`src/rtl/rom_stream_reader_pkg.sv`:
```
// Shared types and default widths for the lookup ROM and its stream reader.
package rom_stream_reader_pkg;
  localparam int DEF_ADDR_W = 8;
  localparam int DEF_DATA_W = 4;
  localparam int DEF_DEPTH  = 8;
  localparam int DEF_LEN_W  = 9;

  typedef enum logic [1:0] {
    ST_IDLE  = 2'd0,
    ST_RUN   = 2'd1,
    ST_FLUSH = 2'd2
  } rd_state_e;
endpackage

```
`src/rtl/rom_stream_reader_if.sv`:
```
// Command, ROM read port and output stream of the ROM stream reader.
interface rom_stream_reader_if
  import rom_stream_reader_pkg::*;
#(
  parameter int ADDR_W = DEF_ADDR_W,
  parameter int DATA_W = DEF_DATA_W,
  parameter int LEN_W  = DEF_LEN_W
);
  logic              start;
  logic [ADDR_W-1:0] start_addr;
  logic [LEN_W-1:0]  start_len;
  logic              rom_en;
  logic [ADDR_W-1:0] rom_addr;
  logic [DATA_W-1:0] rom_data;
  logic              out_valid;
  logic              out_ready;
  logic [DATA_W-1:0] out_data;
  logic              out_last;
  logic              busy;
  logic              done;
  logic              err;

  modport master (
    input  start, start_addr, start_len, rom_data, out_ready,
    output rom_en, rom_addr, out_valid, out_data, out_last, busy, done, err
  );

  modport slave (
    output start, start_addr, start_len, rom_data, out_ready,
    input  rom_en, rom_addr, out_valid, out_data, out_last, busy, done, err
  );
endinterface

```
`src/rtl/rom_stream_fifo2.sv`:
```
// Two-entry FIFO for captured ROM words; simultaneous push and pop are both honoured.
module rom_stream_fifo2 #(
  parameter int W = 5
) (
  input  logic         clk,
  input  logic         rst_n,
  input  logic         push,
  input  logic [W-1:0] wdata,
  input  logic         pop,
  output logic [W-1:0] rdata,
  output logic [1:0]   count,
  output logic         full,
  output logic         empty
);
  logic [W-1:0] mem_q [2];
  logic         wr_q;
  logic         rd_q;
  logic [1:0]   count_q;
  logic         do_push;
  logic         do_pop;

  assign empty   = (count_q == 2'd0);
  assign full    = (count_q == 2'd2);
  assign count   = count_q;
  assign rdata   = mem_q[rd_q];
  assign do_pop  = pop & ~empty;
  assign do_push = push & (~full | do_pop);

  always_ff @(posedge clk or negedge rst_n) begin
    if (!rst_n) begin
      mem_q[0] <= '0;
      mem_q[1] <= '0;
      wr_q     <= 1'b0;
      rd_q     <= 1'b0;
      count_q  <= 2'd0;
    end else begin
      if (do_push) begin
        mem_q[wr_q] <= wdata;
        wr_q        <= ~wr_q;
      end
      if (do_pop) begin
        rd_q <= ~rd_q;
      end
      count_q <= count_q + {1'b0, do_push} - {1'b0, do_pop};
    end
  end
endmodule

```
`src/rtl/rom_stream_reader.sv`:
```
// Reads a wrapped address range from the synchronous lookup ROM and streams the words out.
module rom_stream_reader
  import rom_stream_reader_pkg::*;
#(
  parameter int ADDR_W = DEF_ADDR_W,
  parameter int DATA_W = DEF_DATA_W,
  parameter int DEPTH  = DEF_DEPTH,
  parameter int LEN_W  = DEF_LEN_W
) (
  input logic                 clk,
  input logic                 rst_n,
  rom_stream_reader_if.master bus
);
  // state    | meaning
  // ST_IDLE  | waiting for a start command
  // ST_RUN   | issuing ROM reads while issue count remains
  // ST_FLUSH | all reads issued, draining until the last word is popped

  localparam logic [ADDR_W-1:0] ADDR_LAST = ADDR_W'(DEPTH - 1);

  rd_state_e         state_q, state_d;
  logic [ADDR_W-1:0] addr_q;
  logic [LEN_W-1:0]  remain_q;
  logic              infl_q;
  logic              infl_last_q;
  logic              done_q;
  logic              err_q;
  logic              issue;
  logic              cmd_go;
  logic              cmd_bad_addr;
  logic              cmd_empty;
  logic              pop;
  logic              push;
  logic              fifo_full;
  logic              fifo_empty;
  logic [1:0]        fifo_count;
  logic              head_last;
  logic [DATA_W-1:0] head_data;
  logic [2:0]        load;

  assign cmd_bad_addr = ({1'b0, bus.start_addr} >= (ADDR_W+1)'(DEPTH));
  assign cmd_empty    = (bus.start_len == '0);
  assign pop          = ~fifo_empty & bus.out_ready;
  assign push         = infl_q & (~fifo_full | pop);
  // words already held or in flight, net of this cycle's pop; keeps the FIFO from overflowing
  assign load         = {1'b0, fifo_count} + {2'b0, infl_q} - {2'b0, pop};

  always_comb begin
    state_d = state_q;
    issue   = 1'b0;
    cmd_go  = 1'b0;
    case (state_q)
      ST_IDLE: begin
        if (bus.start && !cmd_bad_addr && !cmd_empty) begin
          cmd_go  = 1'b1;
          state_d = ST_RUN;
        end
      end
      ST_RUN: begin
        issue = (remain_q != '0) && (load < 3'd2);
        if (issue && (remain_q == LEN_W'(1))) state_d = ST_FLUSH;
      end
      ST_FLUSH: begin
        if (pop && head_last) state_d = ST_IDLE;
      end
      default: state_d = ST_IDLE;
    endcase
  end

  always_ff @(posedge clk or negedge rst_n) begin
    if (!rst_n) state_q <= ST_IDLE;
    else        state_q <= state_d;
  end

  always_ff @(posedge clk or negedge rst_n) begin
    if (!rst_n) begin
      addr_q      <= '0;
      remain_q    <= '0;
      infl_q      <= 1'b0;
      infl_last_q <= 1'b0;
      done_q      <= 1'b0;
      err_q       <= 1'b0;
    end else begin
      if (cmd_go) begin
        addr_q   <= bus.start_addr;
        remain_q <= bus.start_len;
      end else if (issue) begin
        addr_q   <= (addr_q == ADDR_LAST) ? '0 : addr_q + 1'b1;
        remain_q <= remain_q - 1'b1;
      end
      infl_q      <= issue;
      infl_last_q <= issue && (remain_q == LEN_W'(1));
      done_q      <= ((state_q == ST_FLUSH) && pop && head_last) ||
                     ((state_q == ST_IDLE) && bus.start && !cmd_bad_addr && cmd_empty);
      err_q       <= (state_q == ST_IDLE) && bus.start && cmd_bad_addr;
    end
  end

  rom_stream_fifo2 #(.W(DATA_W + 1)) u_fifo (
    .clk   (clk),
    .rst_n (rst_n),
    .push  (push),
    .wdata ({infl_last_q, bus.rom_data}),
    .pop   (pop),
    .rdata ({head_last, head_data}),
    .count (fifo_count),
    .full  (fifo_full),
    .empty (fifo_empty)
  );

  assign bus.rom_en    = issue;
  assign bus.rom_addr  = addr_q;
  assign bus.out_valid = ~fifo_empty;
  assign bus.out_data  = head_data;
  assign bus.out_last  = head_last;
  assign bus.busy      = (state_q != ST_IDLE);
  assign bus.done      = done_q;
  assign bus.err       = err_q;
endmodule

```
`src/flat_wrapper.sv`:
```
// flat-port wrapper written by rule: the top's interface ports become plain ports
module rom_stream_reader_flat import rom_stream_reader_pkg::*;
#(
  parameter int ADDR_W = DEF_ADDR_W,
  parameter int DATA_W = DEF_DATA_W,
  parameter int DEPTH  = DEF_DEPTH,
  parameter int LEN_W  = DEF_LEN_W
)
  (clk, rst_n, bus_start, bus_start_addr, bus_start_len, bus_rom_data, bus_out_ready, bus_rom_en, bus_rom_addr, bus_out_valid, bus_out_data, bus_out_last, bus_busy, bus_done, bus_err);
  rom_stream_reader_if #(.ADDR_W(ADDR_W), .DATA_W(DATA_W), .LEN_W(LEN_W)) bus_i ();
  input logic clk;
  input logic rst_n;
  input wire logic [$bits(bus_i.start)-1:0] bus_start;
  input wire logic [$bits(bus_i.start_addr)-1:0] bus_start_addr;
  input wire logic [$bits(bus_i.start_len)-1:0] bus_start_len;
  input wire logic [$bits(bus_i.rom_data)-1:0] bus_rom_data;
  input wire logic [$bits(bus_i.out_ready)-1:0] bus_out_ready;
  output wire logic [$bits(bus_i.rom_en)-1:0] bus_rom_en;
  output wire logic [$bits(bus_i.rom_addr)-1:0] bus_rom_addr;
  output wire logic [$bits(bus_i.out_valid)-1:0] bus_out_valid;
  output wire logic [$bits(bus_i.out_data)-1:0] bus_out_data;
  output wire logic [$bits(bus_i.out_last)-1:0] bus_out_last;
  output wire logic [$bits(bus_i.busy)-1:0] bus_busy;
  output wire logic [$bits(bus_i.done)-1:0] bus_done;
  output wire logic [$bits(bus_i.err)-1:0] bus_err;
  assign bus_i.start = bus_start;
  assign bus_i.start_addr = bus_start_addr;
  assign bus_i.start_len = bus_start_len;
  assign bus_i.rom_data = bus_rom_data;
  assign bus_i.out_ready = bus_out_ready;
  assign bus_rom_en = bus_i.rom_en;
  assign bus_rom_addr = bus_i.rom_addr;
  assign bus_out_valid = bus_i.out_valid;
  assign bus_out_data = bus_i.out_data;
  assign bus_out_last = bus_i.out_last;
  assign bus_busy = bus_i.busy;
  assign bus_done = bus_i.done;
  assign bus_err = bus_i.err;
  rom_stream_reader #(.ADDR_W(ADDR_W), .DATA_W(DATA_W), .DEPTH(DEPTH), .LEN_W(LEN_W)) u_core (.clk(clk), .rst_n(rst_n), .bus(bus_i));
endmodule
```
`config.mk`:
```
export PLATFORM = sky130hd
export DESIGN_NAME = rom_stream_reader_flat
export DESIGN_NICKNAME = d
export VERILOG_FILES = /design/src/rtl/rom_stream_reader_pkg.sv /design/src/rtl/rom_stream_reader_if.sv /design/src/rtl/rom_stream_fifo2.sv /design/src/rtl/rom_stream_reader.sv /design/src/flat_wrapper.sv
export SDC_FILE = /design/constraint.sdc
export NUM_CORES = 1
export LEC_CHECK = 0
export CORE_MARGIN = 1
export CORE_UTILIZATION = 55
export DETAILED_ROUTE_END_ITERATION = 10
export PLACE_DENSITY = 0.85
export SLEW_MARGIN = 10
export SYNTH_ARGS = -nofsm -noshare
export SYNTH_HDL_FRONTEND = slang
export SYNTH_SLANG_ARGS = --single-unit
```
`constraint.sdc`:
```
create_clock -name clk -period 5 [get_ports clk]
set_clock_uncertainty 0.1 [all_clocks]
set_input_delay 0.5 -clock clk [delete_from_list [all_inputs] [get_ports clk]]
set_output_delay 0.5 -clock clk [all_outputs]
set_load 0.05 [all_outputs]
```
==> results of run 1 <==
==> final timing paths <==
check	endpoint	slack, ns	from
setup reg to reg	u_core.remain_q[1]	1.85	u_core.u_fifo.count[1]
hold / removal	u_core.u_fifo.mem_q[4]	0.41	u_core.u_fifo.mem_q[4]
hold reg to reg	u_core.u_fifo.mem_q[4]	0.41	u_core.u_fifo.mem_q[4]
min in group asynchronous	u_core.state_q[1]	0.53	rst_n
max in group asynchronous	u_core.remain_q[2]	3.94	rst_n
setup / recovery	bus_rom_en	0.97	bus_out_ready
==> kinds of logic (layout without fill, tap and decap cells) <==
group	Yosys count	in the layout
buffers and inverters	16	61
muxes	16	16
xor gates and xnor gates	6	6
DFF	37	37
AOI/OAI and AO/OA	39	39
adders and majority gates	7	7
and+or+nand+nor	83	83
==> per-stage QoR <==
step / area (µm²) / hold WS (ns) / util
after floorplan: 2080 / 0.104 / -
after global placement: 2540 / 0.382 / 0.732
after detailed placement: 2540 / 0.394 / 0.732
after CTS: 2630 / 0.411 / 0.759
after global routing: 2630 / 0.431 / 0.759
final: 2630 / 0.407 / 0.759
==> worst max-delay path, cell delays in order <==
cell             delay [ns]
clkdlybuf4s50_1        0.48
o21ai_0                0.23
nor2_1                 0.12
fa_1                   0.58
nand3b_1               0.13
or2_0                  0.22
buf_4                  0.18
nor2_1                 0.16
clkdlybuf4s50_1        0.83
==> area by class of cell <==
| cell class | count | area [µm²] | area share |
|---|---|---|---|
| multi-input cells | 151 | 1080 | 0.412 |
| flip-flops and latches | 37 | 926 | 0.352 |
| repair buffers | 44 | 435 | 0.165 |
| clock buffers | 6 | 82.6 | 0.0314 |
| well taps | 46 | 57.6 | 0.0219 |
| inverters | 9 | 33.8 | 0.0128 |
| clock inverters | 2 | 13.8 | 0.00523 |
==> routing by layer <==
layer	track usage	routed length [µm]	up-vias
li1	-	-	856
met1	0.315	1940	845
met2	0.403	2200	83
met3	0.0471	331	8
met4	0.0966	62	0
met5	0	0	-
==> power by group <==
group,switching [W],internal [W]
clock network,0.000112,0.000112
logic,0.000440,0.000318
registers,0.000112,0.000404
total,0.000664,0.000834
==> flip-flops by register name, summed over array words and instances, names as in the netlist <==
register,cells
u_core.state_q,2
u_core.remain_q,9
u_core.infl_last_q,1
u_core.u_fifo.mem_q,10
u_core.bus.rom_addr,8
u_core.u_fifo.rd_q,1
u_core.bus.err,1
u_core.u_fifo.wr_q,1
u_core.bus.done,1
u_core.u_fifo.count,2
u_core.infl_q,1
==> cells in the final DEF, fill, tap and decap left out, types with 5 or more instances in the layout <==
cell type	count
nor3_1	10
ha_1	6
o21ai_0	9
inv_1	9
o211ai_1	5
mux2_2	15
dfrtp_1	37
clkbuf_8	6
nor2_1	11
nand2_1	11
nand3_1	12
and3_1	8
a221o_1	5
clkdlybuf4s50_1	42
==> results by group, run 1 <==
Final layout
  – Layout area overhead: 26.7%
  – Layout Nets: 280
  – Antenna Diode Count: 0
  – Number of fill cells in the layout: roughly 250
  – Layout Cells excl Fill: about 300
  – Share of cells above drive strength 1: 0.116

CTS
  – CTS tree: yes
  – CTS root buf: clkbuf_8
  – Worst-Skew Late Latency: between 0.2 and 0.3 ns
  – Resize count post-CTS: 0
  – Clock tree buffer depth: 2
  – Hold_buf cts: 0
  – CTS Sinks: 37
  – TritonCTS Buffers: 5
  – H-tree depth: 2
  – Clock-pin transition on the worst setup and hold timing paths: roughly 0.08 ns
  – Setup Fix Bufs, Post-CTS: 0

Yosys
  – Synth cell types: between 40 and 50
  – Largest family of logic cells by synthesized area: simple AND/OR/NAND/NOR gates
  – Post-synthesis cell count: 204
  – Main synth FF type: dfrtp_1
  – Synth Register Bits: 37
  – Syn avg cell area: 10.2 µm²
  – Syn. warnings: 0
  – Post-synthesis adder-cell area fraction: 0.0457
  – Top cells by count, synth: dfrtp_1, mux2_2, nand3_1, nand2_1, nor2_1
  – Compound-Gate Fraction of Synth Area: 0.137
  – Most common cell in the synthesized netlist: dfrtp_1
  – Post-synthesis mux area share: 0.0860
  – Syn nets: 236
  – FFs w/ async S/R, synth: 1.00
  – EDFF count, synth: 0
  – Synthesized-area fraction occupied by and/or/nand/nor cells: 0.227
  – Synth area leader: dfrtp_1
  – Post-Syn Area: between 2000 and 2500 µm²
  – Post-synth top area share: 0.445
  – Synth area leaders: dfrtp_1, mux2_2, ha_1
  – Sequential fraction of the synthesis area: 0.445
  – XOR/XNOR Fraction of Synth Area: 0.0253

Route
  – Vias per inst: 6.07
  – DR vias: between 1500 and 2000
  – Remaining antenna violation count: 0
  – WL per Instance: 15.4 µm
  – Initial DRC Count: 126
  – DRT Pass-1 Iters: 5
  – Detailed-route DRC error count: 0
  – Total wire length: between 4000 and 5000 µm

Timing
  – Slew headroom: 0.494
  – Unrepaired setup endpoints after global routing: false
  – Worst-Margin Slew: 0.756 ns
  – Max Freq: 248 MHz
  – Setup violators final: 0
  – Min Tclk post-route: ~4.0 ns
  – Hold Fails Final Rpt: 0
  – Fin. max-slew vios: 0
  – Setup TNS: 0 ns
  – Tcrit/Tclk final: 0.806
  – Setup WS post-layout: 0.969 ns

Floorplan
  – Chip Width: 63.5 µm
  – Core footprint: 3470 µm²
  – IO Pins: 43
  – Initial core utilization: 0.600
  – Die span in y: 63.5 µm
  – Row cnt: 21
  – Die area: 4030 µm²

Place
  – DP Worst Slack: 0.981 ns
  – Hpwl dp: roughly 3200 µm
  – PortBufs: 42
  – Dpl cells: approximately 290
  – Gpl congestion: 0.869

Power
  – Final Total Pwr: around 0.0015 W
  – Peak supply drop: 0.292 mV
  – PwrDens: between 500 and 600 nW/µm²
  – Static leakage: about 1.1 nW

Worst setup path
  – Setup CP Type: in2out
  – Crit. End Element: output pin
  – Reg2Reg Depth: 7
  – Crit start category: input pin
  – Critical Path RT: 4.40 ns
  – Worst-path maximum fanout: 15
  – Critical Path AT: 3.43 ns

Global route
  – Initial antenna violation count: 0
  – Largest net degree at the start of global routing: 38
  – GRT overflow: 0
  – GRT Overall Usage: 0.245
  – First-pass GRT wire length: between 7000 and 8000 µm
  – Number of global-route vias before repair: 1715

Outcome
  – Status: finished clean

Worst hold path
  – HP Class: reg2reg
  – Hold depth: 1

Run
  – Max-Cap Viols: 0
Note: power is estimated with default switching activity, not from simulation.
==> inputs of run 2 (changes only) <==
--- a/config.mk
+++ b/config.mk
@@ -6,9 +6,9 @@
 export NUM_CORES = 1
 export LEC_CHECK = 0
 export CORE_MARGIN = 1
-export CORE_UTILIZATION = 55
+export CORE_UTILIZATION = 46
 export DETAILED_ROUTE_END_ITERATION = 10
-export PLACE_DENSITY = 0.85
+export PLACE_DENSITY = 0.76
 export SLEW_MARGIN = 10
 export SYNTH_ARGS = -nofsm -noshare
 export SYNTH_HDL_FRONTEND = slang
==> constraint.sdc (replaced) <==
create_clock -name clk -period 3.4 [get_ports clk]
set_clock_uncertainty 0.1 [all_clocks]
set_input_delay 0.34 -clock clk [delete_from_list [all_inputs] [get_ports clk]]
set_output_delay 0.34 -clock clk [all_outputs]
set_load 0.05 [all_outputs]
==> run 2 against run 1 <==
  * Non-clock buffer count up 3
  * Clock power up 81%
  * Global-route usage is 1.7 points lower
  * Worst hold slack lost 0.041 ns
  * Highest routed layer unchanged
==> results by group, run 2 (synthesis results as in run 1) <==
Outcome
  – Status: finished clean

CTS
  – Clock tree buffer depth: 2 (unchanged)
  – CTS root buf: clkbuf_8
  – Hold_buf cts: 0 (unchanged)
  – Clock-pin transition on the worst setup and hold timing paths: 0.08 ns (about the same)
  – CTS tree: yes
  – Setup Fix Bufs, Post-CTS: 0 (unchanged)
  – H-tree depth: 2 (unchanged)
  – CTS Sinks: 37 (unchanged)
  – TritonCTS Buffers: 5 (unchanged)
  – Worst-Skew Late Latency: 0.30 ns (about the same)
  – Resize count post-CTS: 0 (unchanged)

Final layout
  – Largest reg by FF count: u_core.u_fifo.mem_q
  – Largest register FFs: 10 (unchanged)
  – Most frequent cells in the layout: clkdlybuf4s50_1, dfrtp_1, mux2_2, nand3_1
  – Final instance area: 2700 µm² (+2.4%)
  – Antenna Diode Count: 0 (unchanged)
  – Commonest non-fill, non-tap cell in the layout: clkdlybuf4s50_1
  – Number of fill cells in the layout: 386 (+52%)
  – Final Util: 0.620 (-0.140)
  – Share of cells above drive strength 1: 0.131 (+0.0145)
  – Seq. cell area: 926 µm² (unchanged)
  – Area of the multi-input gates: 1080 µm² (unchanged)
  – Layout area overhead: 29.7%
  – Layout Nets: 283 (+1.1%)

Route
  – WL per Instance: 16.3 µm (+6.2%)
  – DRT Pass-1 Iters: 4 (-1)
  – Vias per inst: 6.04 (-0.63%)
  – Total wire length: 4970 µm (+9.4%)
  – Detailed-route DRC error count: 0 (unchanged)
  – DR vias: 1835 (+2.4%)
  – Remaining antenna violation count: 0 (unchanged)
  – Initial DRC Count: 137 (+8.7%)

Power
  – Peak supply drop: 0.486 mV (+66%)
  – Comb pwr share: 0.502 (-0.004)
  – Psw: 0.00100 W (+51%)
  – Seq pwr share: 0.325 (-0.020)
  – PwrDens: 868 nW/µm² (+53%)
  – Sw frac: 0.429 (-0.0141)
  – Clk network pwr share: 0.173 (+0.024)
  – Static leakage: 1.14 nW (+2.4%)
  – P_int: 0.00134 W (+60%)

Worst setup path
  – Crit. End Element: output pin
  – Worst path bufs/invs: 2 (-1)
  – Critical path's slowest cell: clkdlybuf4s50_1
  – Crit start category: input pin
  – Critical Path RT: 2.96 ns (-1.44 ns)
  – CP delay by family, top: simple AND/OR/NAND/NOR gates
  – Setup CP Type: in2out
  – Crit-path max cell delay: 0.56 ns (-0.27 ns)
  – Critical Path AT: 2.68 ns (-0.75 ns)
  – Worst-path maximum fanout: 12 (-3)
  – Crit-path cells: clkdlybuf4s50_1, xor2_1, nand2_1, fa_1, nand3b_1, or2_1, nor2_1, buf_12

Timing
  – Setup violators final: 0 (unchanged)
  – Slew headroom: 0.578 (+0.0837)
  – Tcrit/Tclk final: 0.919
  – Hold Fails Final Rpt: 0 (unchanged)
  – Fin. max-slew vios: 0 (unchanged)
  – Setup WS post-layout: 0.277 ns (-0.692 ns)
  – Setup TNS: 0 ns (unchanged)
  – Unrepaired setup endpoints after global routing: false
  – WHS: 0.365 ns (-0.0415 ns)
  – Min Tclk post-route: 3.12 ns
  – Max Freq: about 320 MHz
  – Worst-Margin Slew: 0.631 ns (-0.125 ns)

Floorplan
  – Core footprint: 4350 µm² (+26%)
  – Initial core utilization: 0.478 (-0.122)
  – Die span in y: 69.2 µm (+9.0%)
  – Row cnt: 24 (+14%)
  – Chip Width: 69.2 µm (+9.0%)
  – IO Pins: 43 (unchanged)
  – Die area: 4790 µm² (+19%)

Run
  – Max-Cap Viols: 0 (unchanged)

Place
  – PortBufs: 42 (unchanged)
  – Gpl congestion: 0.880 (+1.2%)
  – DP Worst Slack: 0.220 ns (-0.762 ns)
  – Post-DP Area: 2580 µm² (+1.6%)
  – Hpwl dp: 3590 µm (+11%)

Global route
  – Number of global-route vias before repair: 1873 (+9.2%)
  – GRT overflow: 0 (unchanged)
  – Initial antenna violation count: 0 (unchanged)
  – First-pass GRT wire length: 8630 µm (+12%)
  – GRT Overall Usage: 0.228 (-0.0169)
  – Largest net degree at the start of global routing: 38 (unchanged)

Worst hold path
  – HP Class: in2async
[run 2: cell count changes in the layout (fill, tap and decap cells not counted)]
cell,change
buf_4,+3
buf_12,+1
bufinv_16,+1
clkdlybuf4s50_1,-1
clkinv_2,-1
clkinv_4,-1
clkinvlp_4,+1
or2_0,-1
or2_1,+1
[run 2: power groups by stage]
stage	clock (W)	combinational [W]	sequential, W
floorplan	0	0.000757	0.000796
global placement	0	0.00114	0.000760
detailed placement	0	0.00117	0.000764
CTS	0.000413	0.00117	0.000758
global route	0.000432	0.00127	0.000788
finish	0.000405	0.00118	0.000762
[run 2: per-layer routing]
| metal | track usage | vias to the layer above | share of wire |
|---|---|---|---|
| li1 | - | 865 | - |
| met1 | 0.281 | 872 | 0.43 |
| met2 | 0.373 | 82 | 0.48 |
| met3 | 0.0581 | 16 | 0.071 |
| met4 | 0.107 | 0 | 0.022 |
| met5 | 0 | - | 0 |
[run 2: stage by stage]
step                      instances  total power [W]
after global routing            304          0.00249
after CTS                       304          0.00234
after floorplan                 204          0.00155
final                           304          0.00234
after detailed placement        296          0.00193
after global placement          296          0.00190
[run 2: worst paths after layout]
| check | startpoint | end | slack [ns] | cells after the start |
|---|---|---|---|---|
| worst max-delay path | bus_out_ready | bus_rom_en | 0.28 | 8 |
| worst min-delay path | rst_n | u_core.u_fifo.count[1] | 0.37 | 2 |
| worst max register to register | u_core.u_fifo.count[1] | u_core.bus.rom_addr[0] | 0.62 | 7 |
| worst min register to register | u_core.u_fifo.mem_q[7] | u_core.u_fifo.mem_q[7] | 0.41 | 1 |
| max in group asynchronous | rst_n | u_core.bus.rom_addr[7] | 2.50 | 2 |
| min in group clk | u_core.u_fifo.mem_q[7] | u_core.u_fifo.mem_q[7] | 0.41 | 1 |
[run 2: cell type report]
class | instances | area share
Timing Repair Buffer | 47 | 0.173
Multi-Input combinational cell | 151 | 0.402
Sequential cell | 37 | 0.343
Clock buffer | 6 | 0.0306
Tap cell | 52 | 0.0241
Clock inverter | 2 | 0.0139
Inverter | 9 | 0.0125
